### config.mk
export PLATFORM = sky130hd
export DESIGN_NAME = fir_coef_ctrl
export DESIGN_NICKNAME = d
export VERILOG_FILES = /design/src/rtl/fir_ctrl_pkg.sv /design/src/rtl/fir_frame_tracker.sv /design/src/rtl/fir_coef_ctrl.sv
export SDC_FILE = /design/constraint.sdc
export NUM_CORES = 1
export LEC_CHECK = 0
export BUFFER_PORTS_ARGS = -buffer_cell sky130_fd_sc_hd__buf_2
export CAP_MARGIN = 20
export CORE_UTILIZATION = 44
export DETAILED_ROUTE_END_ITERATION = 8
export HOLD_SLACK_MARGIN = 0.05
export PLACE_DENSITY = 0.74
export SLEW_MARGIN = 20
export SYNTH_ARGS = -nofsm -noshare
export SYNTH_HDL_FRONTEND = slang
export SYNTH_SLANG_ARGS = --single-unit
### constraint.sdc
create_clock -name s_axis_aclk -period 2 [get_ports s_axis_aclk]
set_input_delay 0.1 -clock s_axis_aclk [delete_from_list [all_inputs] [get_ports s_axis_aclk]]
set_output_delay 0.1 -clock s_axis_aclk [all_outputs]
set_load 0.01 [all_outputs]
### src/rtl/fir_ctrl_pkg.sv
// Shared types and width helpers for the FIR coefficient reload path.
// Also used by fir_filter to size its coefficient bank/address ports.
package fir_ctrl_pkg;

  typedef enum logic [1:0] {
    IDLE      = 2'd0,
    LOAD      = 2'd1,
    DRAIN     = 2'd2,
    WAIT_SWAP = 2'd3
  } coef_state_t;

  // A single-entry RAM still needs a one-bit address port.
  function automatic int addr_w(input int n);
    if (n <= 1) return 1;
    return $clog2(n);
  endfunction

endpackage

### src/rtl/fir_frame_tracker.sv
// Follows a valid/last stream and reports whether a frame is open and
// whether the current cycle closes one.
module fir_frame_tracker (
  input  logic i_clk,
  input  logic i_rst_n,
  input  logic i_data_tvalid,
  input  logic i_data_tlast,
  output logic o_frame_active,
  output logic o_boundary
);

  logic r_frame_active;

  always_ff @(posedge i_clk or negedge i_rst_n) begin
    if (!i_rst_n) begin
      r_frame_active <= 1'b0;
    end else if (i_data_tvalid) begin
      r_frame_active <= !i_data_tlast;
    end
  end

  assign o_frame_active = r_frame_active;
  assign o_boundary     = i_data_tvalid & i_data_tlast;

endmodule

### src/rtl/fir_coef_ctrl.sv
// Coefficient reload controller: writes a config-stream frame into the FIR's
// shadow bank and flips the active bank only between data frames.
module fir_coef_ctrl
  import fir_ctrl_pkg::*;
#(
  parameter  int TAP_LENGTH = 28,
  parameter  int COEF_BW    = 16,
  localparam int ADDR_W     = addr_w(TAP_LENGTH)
) (
  input  logic               s_axis_aclk,
  input  logic               s_axis_aresetn,
  input  logic [COEF_BW-1:0] s_axis_coef_tdata,
  input  logic               s_axis_coef_tvalid,
  input  logic               s_axis_coef_tlast,
  output logic               s_axis_coef_tready,
  input  logic               data_tvalid,
  input  logic               data_tlast,
  output logic               coef_wr_en,
  output logic               coef_wr_bank,
  output logic [ADDR_W-1:0]  coef_wr_addr,
  output logic [COEF_BW-1:0] coef_wr_data,
  output logic               coef_bank_sel,
  output logic               load_done,
  output logic               load_err,
  output logic               busy,
  output logic [1:0]         dbg_state
);

  localparam logic [ADDR_W-1:0] LAST_IDX = ADDR_W'(TAP_LENGTH - 1);

  coef_state_t        r_state;
  coef_state_t        w_state_nxt;
  logic [ADDR_W-1:0]  r_cnt;
  logic [ADDR_W-1:0]  w_cnt_nxt;
  logic [ADDR_W-1:0]  w_idx;
  logic               r_tready;
  logic               r_swap_arm;
  logic               r_bank_sel;
  logic               w_bank_sel_nxt;
  logic               r_wr_en;
  logic               r_wr_bank;
  logic [ADDR_W-1:0]  r_wr_addr;
  logic [COEF_BW-1:0] r_wr_data;
  logic               r_load_done;
  logic               r_load_err;
  logic               w_wr_en_nxt;
  logic               w_load_err_nxt;
  logic               w_accept;
  logic               w_at_last;
  logic               w_frame_active;
  logic               w_boundary;
  logic               w_swap_ok;
  logic               w_swap;

  fir_frame_tracker u_frame_tracker (
    .i_clk          (s_axis_aclk),
    .i_rst_n        (s_axis_aresetn),
    .i_data_tvalid  (data_tvalid),
    .i_data_tlast   (data_tlast),
    .o_frame_active (w_frame_active),
    .o_boundary     (w_boundary)
  );

  // Config handshake: a beat transfers on any rising edge where tvalid and
  // tready are both high; tready is a register and never depends on tvalid.
  assign w_accept  = s_axis_coef_tvalid & r_tready;
  assign w_idx     = (r_state == IDLE) ? '0 : r_cnt;
  assign w_at_last = (w_idx == LAST_IDX);

  // Safe point: a data frame ends now, or the stream is quiet between frames.
  // The first WAIT_SWAP cycle is skipped so a coincident data tlast cannot swap.
  assign w_swap_ok      = w_boundary | (!w_frame_active & !data_tvalid);
  assign w_swap         = (r_state == WAIT_SWAP) & r_swap_arm & w_swap_ok;
  assign w_bank_sel_nxt = r_bank_sel ^ w_swap;

  always_ff @(posedge s_axis_aclk or negedge s_axis_aresetn) begin
    if (!s_axis_aresetn) begin
      r_state <= IDLE;
    end else begin
      r_state <= w_state_nxt;
    end
  end

  always_comb begin
    w_state_nxt = r_state;
    case (r_state)
      IDLE, LOAD: begin
        if (w_accept) begin
          if (s_axis_coef_tlast) begin
            w_state_nxt = w_at_last ? WAIT_SWAP : IDLE;
          end else begin
            w_state_nxt = w_at_last ? DRAIN : LOAD;
          end
        end
      end
      DRAIN: begin
        if (w_accept && s_axis_coef_tlast) begin
          w_state_nxt = IDLE;
        end
      end
      WAIT_SWAP: begin
        if (w_swap) begin
          w_state_nxt = IDLE;
        end
      end
      default: w_state_nxt = IDLE;
    endcase
  end

  always_comb begin
    w_wr_en_nxt    = 1'b0;
    w_load_err_nxt = 1'b0;
    w_cnt_nxt      = r_cnt;
    case (r_state)
      IDLE, LOAD: begin
        if (w_accept) begin
          w_wr_en_nxt    = 1'b1;
          w_cnt_nxt      = w_idx + ADDR_W'(1);
          w_load_err_nxt = s_axis_coef_tlast && !w_at_last;
        end
      end
      DRAIN: begin
        w_load_err_nxt = w_accept && s_axis_coef_tlast;
      end
      default: ;
    endcase
  end

  always_ff @(posedge s_axis_aclk or negedge s_axis_aresetn) begin
    if (!s_axis_aresetn) begin
      r_cnt       <= '0;
      r_tready    <= 1'b0;
      r_swap_arm  <= 1'b0;
      r_bank_sel  <= 1'b0;
      r_wr_en     <= 1'b0;
      r_wr_bank   <= 1'b0;
      r_wr_addr   <= '0;
      r_wr_data   <= '0;
      r_load_done <= 1'b0;
      r_load_err  <= 1'b0;
    end else begin
      r_cnt       <= w_cnt_nxt;
      r_tready    <= (w_state_nxt != WAIT_SWAP);
      r_swap_arm  <= (r_state == WAIT_SWAP);
      r_bank_sel  <= w_bank_sel_nxt;
      r_wr_en     <= w_wr_en_nxt;
      r_wr_bank   <= ~w_bank_sel_nxt;
      r_load_done <= w_swap;
      r_load_err  <= w_load_err_nxt;
      if (w_wr_en_nxt) begin
        r_wr_addr <= w_idx;
        r_wr_data <= s_axis_coef_tdata;
      end
    end
  end

  assign s_axis_coef_tready = r_tready;
  assign coef_wr_en         = r_wr_en;
  assign coef_wr_bank       = r_wr_bank;
  assign coef_wr_addr       = r_wr_addr;
  assign coef_wr_data       = r_wr_data;
  assign coef_bank_sel      = r_bank_sel;
  assign load_done          = r_load_done;
  assign load_err           = r_load_err;
  assign busy               = (r_state != IDLE);
  assign dbg_state          = r_state;

  a_pulse_excl : assert property (@(posedge s_axis_aclk) disable iff (!s_axis_aresetn)
    !(r_load_done && r_load_err));
  a_done_single : assert property (@(posedge s_axis_aclk) disable iff (!s_axis_aresetn)
    r_load_done |=> !r_load_done);
  a_wait_not_ready : assert property (@(posedge s_axis_aclk) disable iff (!s_axis_aresetn)
    (r_state == WAIT_SWAP) |-> !r_tready);

endmodule

# After elaboration in Yosys (flattened, before gate mapping)

Cells that the tools add are included.

Output and inout bits: 30
Bits in registers: 36
Input port bits: 22
Logic and storage cells: 48

Bitwise operators: 8
Multiplexer cells: 12
Reductions and logical operators: 10
Equality and inequality tests: 5
Add/subtract/negate cells: 1

Operator list:

| kind                | number |
|---|---|
| $mux 2              | 6 |
| $pmux 2 s3          | 1 |
| $add 5x1->5 const B | 1 |
| $and 1x1->1         | 5 |
| $eq 5x5->1 const B  | 1 |
| $mux 5              | 1 |
| $eq 2x2->1 const B  | 2 |
| $logic_not 1->1     | 4 |
| $mux 1              | 3 |
| $eq 2x1->1 const B  | 1 |
| $logic_and 1x1->1   | 2 |
| $logic_not 2->1     | 1 |
| $ne 2x2->1 const B  | 1 |
| $pmux 1 s2          | 1 |
| $reduce_and 2->1    | 1 |
| $reduce_bool 2->1   | 1 |
| $reduce_or 2->1     | 1 |
| $not 1->1           | 1 |
| $or 1x1->1          | 1 |
| $xor 1x1->1         | 1 |

# Longest topological paths before layout

Depth after elaboration: 8
Depth in mapped cells: 10
Gate-level depth less buffers: 9

# Cells and area by module

Synthesis repeated with hierarchy kept, for this count alone.

Cell total of the unflattened synthesis: 154
Area, all modules: 1516.5 um^2

By module, submodules not included:

| module            | cells each | area an instance (um^2) | times used | seq. area each (um^2) |
|---|---|---|---|---|
| fir_coef_ctrl     | 150        | 1470.2                  | 1          | 875.8 |
| fir_frame_tracker | 4          | 46.3                    | 1          | 25.0 |

# Least setup slack after synthesis

Ideal clock, no wire load.

Kind: reg2reg
Start point: register r_state[1], in the netlist dbg_state[1]
End point: register r_state[1], in the netlist dbg_state[1]
Stages on the path, launching flop included: 11
Arrival time: 1971 ps
Data required time: 1874 ps
Buffers on the path: 1
Period minus slack after synthesis: 2098 ps
Slack: -98 ps
Setup time: 126 ps
Cells stage by stage: dfrtp_1 > or2_1 > buf_6 > and2_1 > ha_1 > nand2_1 > nor3_1 > ha_1 > nor2_1 > nor2_1 > a311o_1

Longest elaborated chain between the ends: 7
Elaborated cells on any way between the ends: 16
Classes of those cells: 4 x eq/ne; 8 x mux; 2 x bitwise; 2 x reduce/logical

Ends and longest elaborated chain:

| element                          | line                                     | source |
|---|---|---|
| start: declaration               | fir_coef_ctrl.sv:31                      | `coef_state_t r_state;` |
| start signal: assignment         | fir_coef_ctrl.sv:80                      | `r_state <= w_state_nxt;` |
| $logic_not 2->1 (*)              | fir_coef_ctrl.sv:67                      | `assign w_idx = (r_state == IDLE) ? '0 : r_cnt;` |
| $mux 5 (*)                       | fir_coef_ctrl.sv:67                      |  |
| named net w_idx[1]               | fir_coef_ctrl.sv:35                      | `logic [ADDR_W-1:0] w_idx;` |
| $eq 5x5->1 (*)                   | fir_coef_ctrl.sv:68                      | `assign w_at_last = (w_idx == LAST_IDX);` |
| $mux 2, on equally long branches | fir_coef_ctrl.sv:92, fir_coef_ctrl.sv:90 |  |
| $mux 2 (*)                       | fir_coef_ctrl.sv:89                      | `if (s_axis_coef_tlast) begin` |
| $mux 2 (*)                       | fir_coef_ctrl.sv:88                      | `if (w_accept) begin` |
| $pmux 2 s3 (*)                   | fir_coef_ctrl.sv:86                      | `case (r_state)` |
| named net w_state_nxt[1]         | fir_coef_ctrl.sv:32                      | `coef_state_t w_state_nxt;` |

Mark *: on every way through the listed nets, which the timed path passes. The rest lies on a longest branch.
A chain may end at the register's enable or synchronous reset.

# Final worst setup path

Start point: register r_state[0], in the netlist dbg_state[0]
End point: register r_state[1], in the netlist dbg_state[1]

Same word-level chain as after synthesis.

==> impl_metrics.ini <==
[run_status]
outcome = complete, no violations

[yosys]
synth_top_family_by_area = simple AND/OR/NAND/NOR gates
synth_area_mm2 = 0.001524
synth-xor-area-share = 0.01149
yosysUniqueCellTypes = 32
synthAdderAreaFrac = 0.03284
synth-compound-area-share = 0.05583
synth_area_per_cell_um2 = 9.961
yosys_warnings = 0
synthMuxAreaShare = 0.01396
ys_seq_elements = 36
postSynthCellCount = 153
synth.net_count = 179
yosys.area_share.simple = 0.2611
ys_seq_area_frac = 0.5911

[cells_and_area]
syn_to_final_growth_pct = 39.41
final_area_mm2 = 0.002125
layout_commonest_cell = nand2_1
final_cell_mix = nand2_1, buf_2, dfrtp_1
drive_above_1_share = 0.3478
finalNonFillerCells = 276
fin_util = 0.6367
diodes = 0
nNetsFinal = 255

[power]
power_density_mw_per_mm2 = 754.0
swShare = 0.2872
ir_worst_vdd_v = 0.0003165
power_leakage_nw = 1.137
intPower_mw = 1.142
power_frac_comb = 0.210
seq_power_share = 0.547
p_total_mw = 1.602
p_clk_frac = 0.243
power_switching_mw = 0.4601

[clocking]
numCtsBuffers = 5
clk_pin_slew_ps = 100
cts_buffer_depth = 2
cts_tree = yes
clk_latency_ps = 330
cts.sinks = 36
cts_setup_buffers = 0
htree_levels = 2
root_buffer = clkbuf_4

[floorplan]
num_rows = 21
fp.dieW_um = 60.85
die-height_um = 60.85
core_area_mm2 = 0.003337
fp.dieArea_mm2 = 0.003703
io-pin-count = 52
initial_utilization = 0.4567

[timing]
hold_slack_ps = 76.37
max_freq_mhz = 520.8
worst_pin_slew_ps = 752.3
setup_slack_ps = 79.85
slew_headroom = 0.4984
hold_violations = 0
drv_slew = 0
period_minus_slack_ps = 1920
fin_setup_tns_ps = 0
rsz0062_at_grt = no
skew_ps = 8.073
final.period_utilization = 0.9601
setup_viol_count_final = 0

[placement]
port_buffers = 51
placed_cells = 250
dp_hpwl_mm = 2.027
gp_congestion = 0.7795
dpl-instance-area_mm2 = 0.001878
dpl_worst_slack_ps = 43.87

[global_routing]
grt_usage = 0.1884
grt_pass1_vias = 1182
grt_max_degree = 37
gr-total-overflow = 0
antenna_found_initial = 0
grt_pass1_wl_mm = 4.912

[drt]
drt-total-wl_mm = 3.182
dr.pass1.iters = 6
post_drt_wl_per_cell_um = 11.53
antenna_left = 0
via_per_inst = 4.638
drc = 0
vias = 1280
drt_iter0_drc = 49

[critical_path]
end_kind = register
cp.arrival_ps = 2140
crit_required_ps = 2220
startpoint_type = register
crit_type = reg -> reg
critPathMaxFanout = 5

[run]
drv_cap = 0

[hold_path]
hold_class = in -> reg
==> registers in the layout, summed over array words and instances (netlist names) <==
| register | count |
|---|---|
| s_axis_coef_tready | 1 |
| dbg_state | 2 |
| coef_wr_en | 1 |
| coef_wr_addr | 5 |
| load_err | 1 |
| load_done | 1 |
| coef_bank_sel | 1 |
| r_swap_arm | 1 |
| u_frame_tracker.o_frame_active | 1 |
| r_cnt | 5 |
| coef_wr_bank | 1 |
| coef_wr_data | 16 |
==> worst paths after layout <==
path | from | endpoint | slack, ps | cells after the start
max | dbg_state[0]$_DFF_PN0_ | dbg_state[1]$_DFF_PN0_ | 80 | 9
min | s_axis_coef_tvalid | load_err$_DFF_PN0_ | 80 | 3
max reg2reg | dbg_state[0]$_DFF_PN0_ | dbg_state[1]$_DFF_PN0_ | 80 | 9
min reg2reg | coef_wr_addr[3]$_DFFE_PN0P_ | coef_wr_addr[3]$_DFFE_PN0P_ | 470 | 2
max in group asynchronous | s_axis_aresetn | dbg_state[0]$_DFF_PN0_ | 1110 | 2
min in group asynchronous | s_axis_aresetn | coef_wr_addr[4]$_DFFE_PN0P_ | 380 | 2
==> Yosys cell counts <==
cell type / number / area share
inv_2: 1 / 0.0025
dfrtp_1: 36 / 0.59
nand3b_4: 1 / 0.013
o31a_1: 1 / 0.0057
o21bai_1: 1 / 0.0049
inv_1: 5 / 0.012
buf_2: 2 / 0.0066
nor3_1: 1 / 0.0033
and3_1: 2 / 0.0082
a41o_1: 1 / 0.0066
nor2b_1: 2 / 0.0082
or2_1: 1 / 0.0041
a21oi_1: 4 / 0.013
clkbuf_1: 2 / 0.0049
a311o_1: 1 / 0.0066
nor4b_4: 1 / 0.016
o21ai_0: 3 / 0.0098
nor2_1: 4 / 0.0098
a21o_1: 1 / 0.0049
xor2_1: 1 / 0.0057
o22ai_1: 1 / 0.0041
ha_1: 4 / 0.033
mux2_2: 1 / 0.0074
nand2_1: 59 / 0.15
xnor2_1: 1 / 0.0057
nand3_1: 8 / 0.026
nand2b_1: 1 / 0.0041
mux2i_1: 1 / 0.0066
buf_6: 1 / 0.0074
or2_2: 1 / 0.0041
or4b_1: 1 / 0.0066
and2_1: 3 / 0.012
==> power groups by stage <==
stage                     Combinational (mW)  Clock, mW  Sequential (mW)
after floorplan                        0.151          0            0.909
after global placement                 0.306          0            0.886
after detailed placement               0.309          0            0.886
after CTS                              0.335      0.409            0.874
after global routing                   0.383      0.444            0.886
final                                  0.337      0.389            0.876
==> what timing repair did <==
item,in CTS,in global routing
resized for setup,0,2
setup endpoints to repair,0,1
hold buffers,18,0
endpoints found under the hold margin,53,0
==> cells by family after synthesis <==
group / Yosys count
multiplexers: 2
flip-flops: 36
adder cells (fa/ha/maj): 4
AND/OR/NAND/NOR: 85
AO/OA/AOI/OAI: 13
XOR/XNOR: 2
buffers and inverters: 11
==> final cells by class <==
type / count / area (µm²)
clock inverters: 2 / 10.01
flip-flops and latches: 36 / 903.4
well taps: 46 / 57.56
multi-input cells: 106 / 606.8
fillers: 285 / 1212
inverters: 6 / 22.52
clock buffers: 6 / 51.30
repair buffers: 74 / 473.0
==> critical path, stage by stage, from the launching register on <==
cell and delay, ps:
dfrtp_2 410, or2_4 270, and2_4 180, ha_4 170, nand2_2 70, nor3_2 50, ha_2 190, nor2_2 100
nor2_1 60, a311o_1 320
==> layer usage <==
| layer | wire, µm | GRT usage | up-vias |
|---|---|---|---|
| met1 | 1457 | 0.2239 | 584 |
| met4 | 60 | 0.09740 | 0 |
| li1 | - | - | 648 |
| met2 | 1516 | 0.3061 | 42 |
| met5 | 0 | 0 | - |
| met3 | 148 | 0.06183 | 6 |
Power figures use the tool's default switching activity.
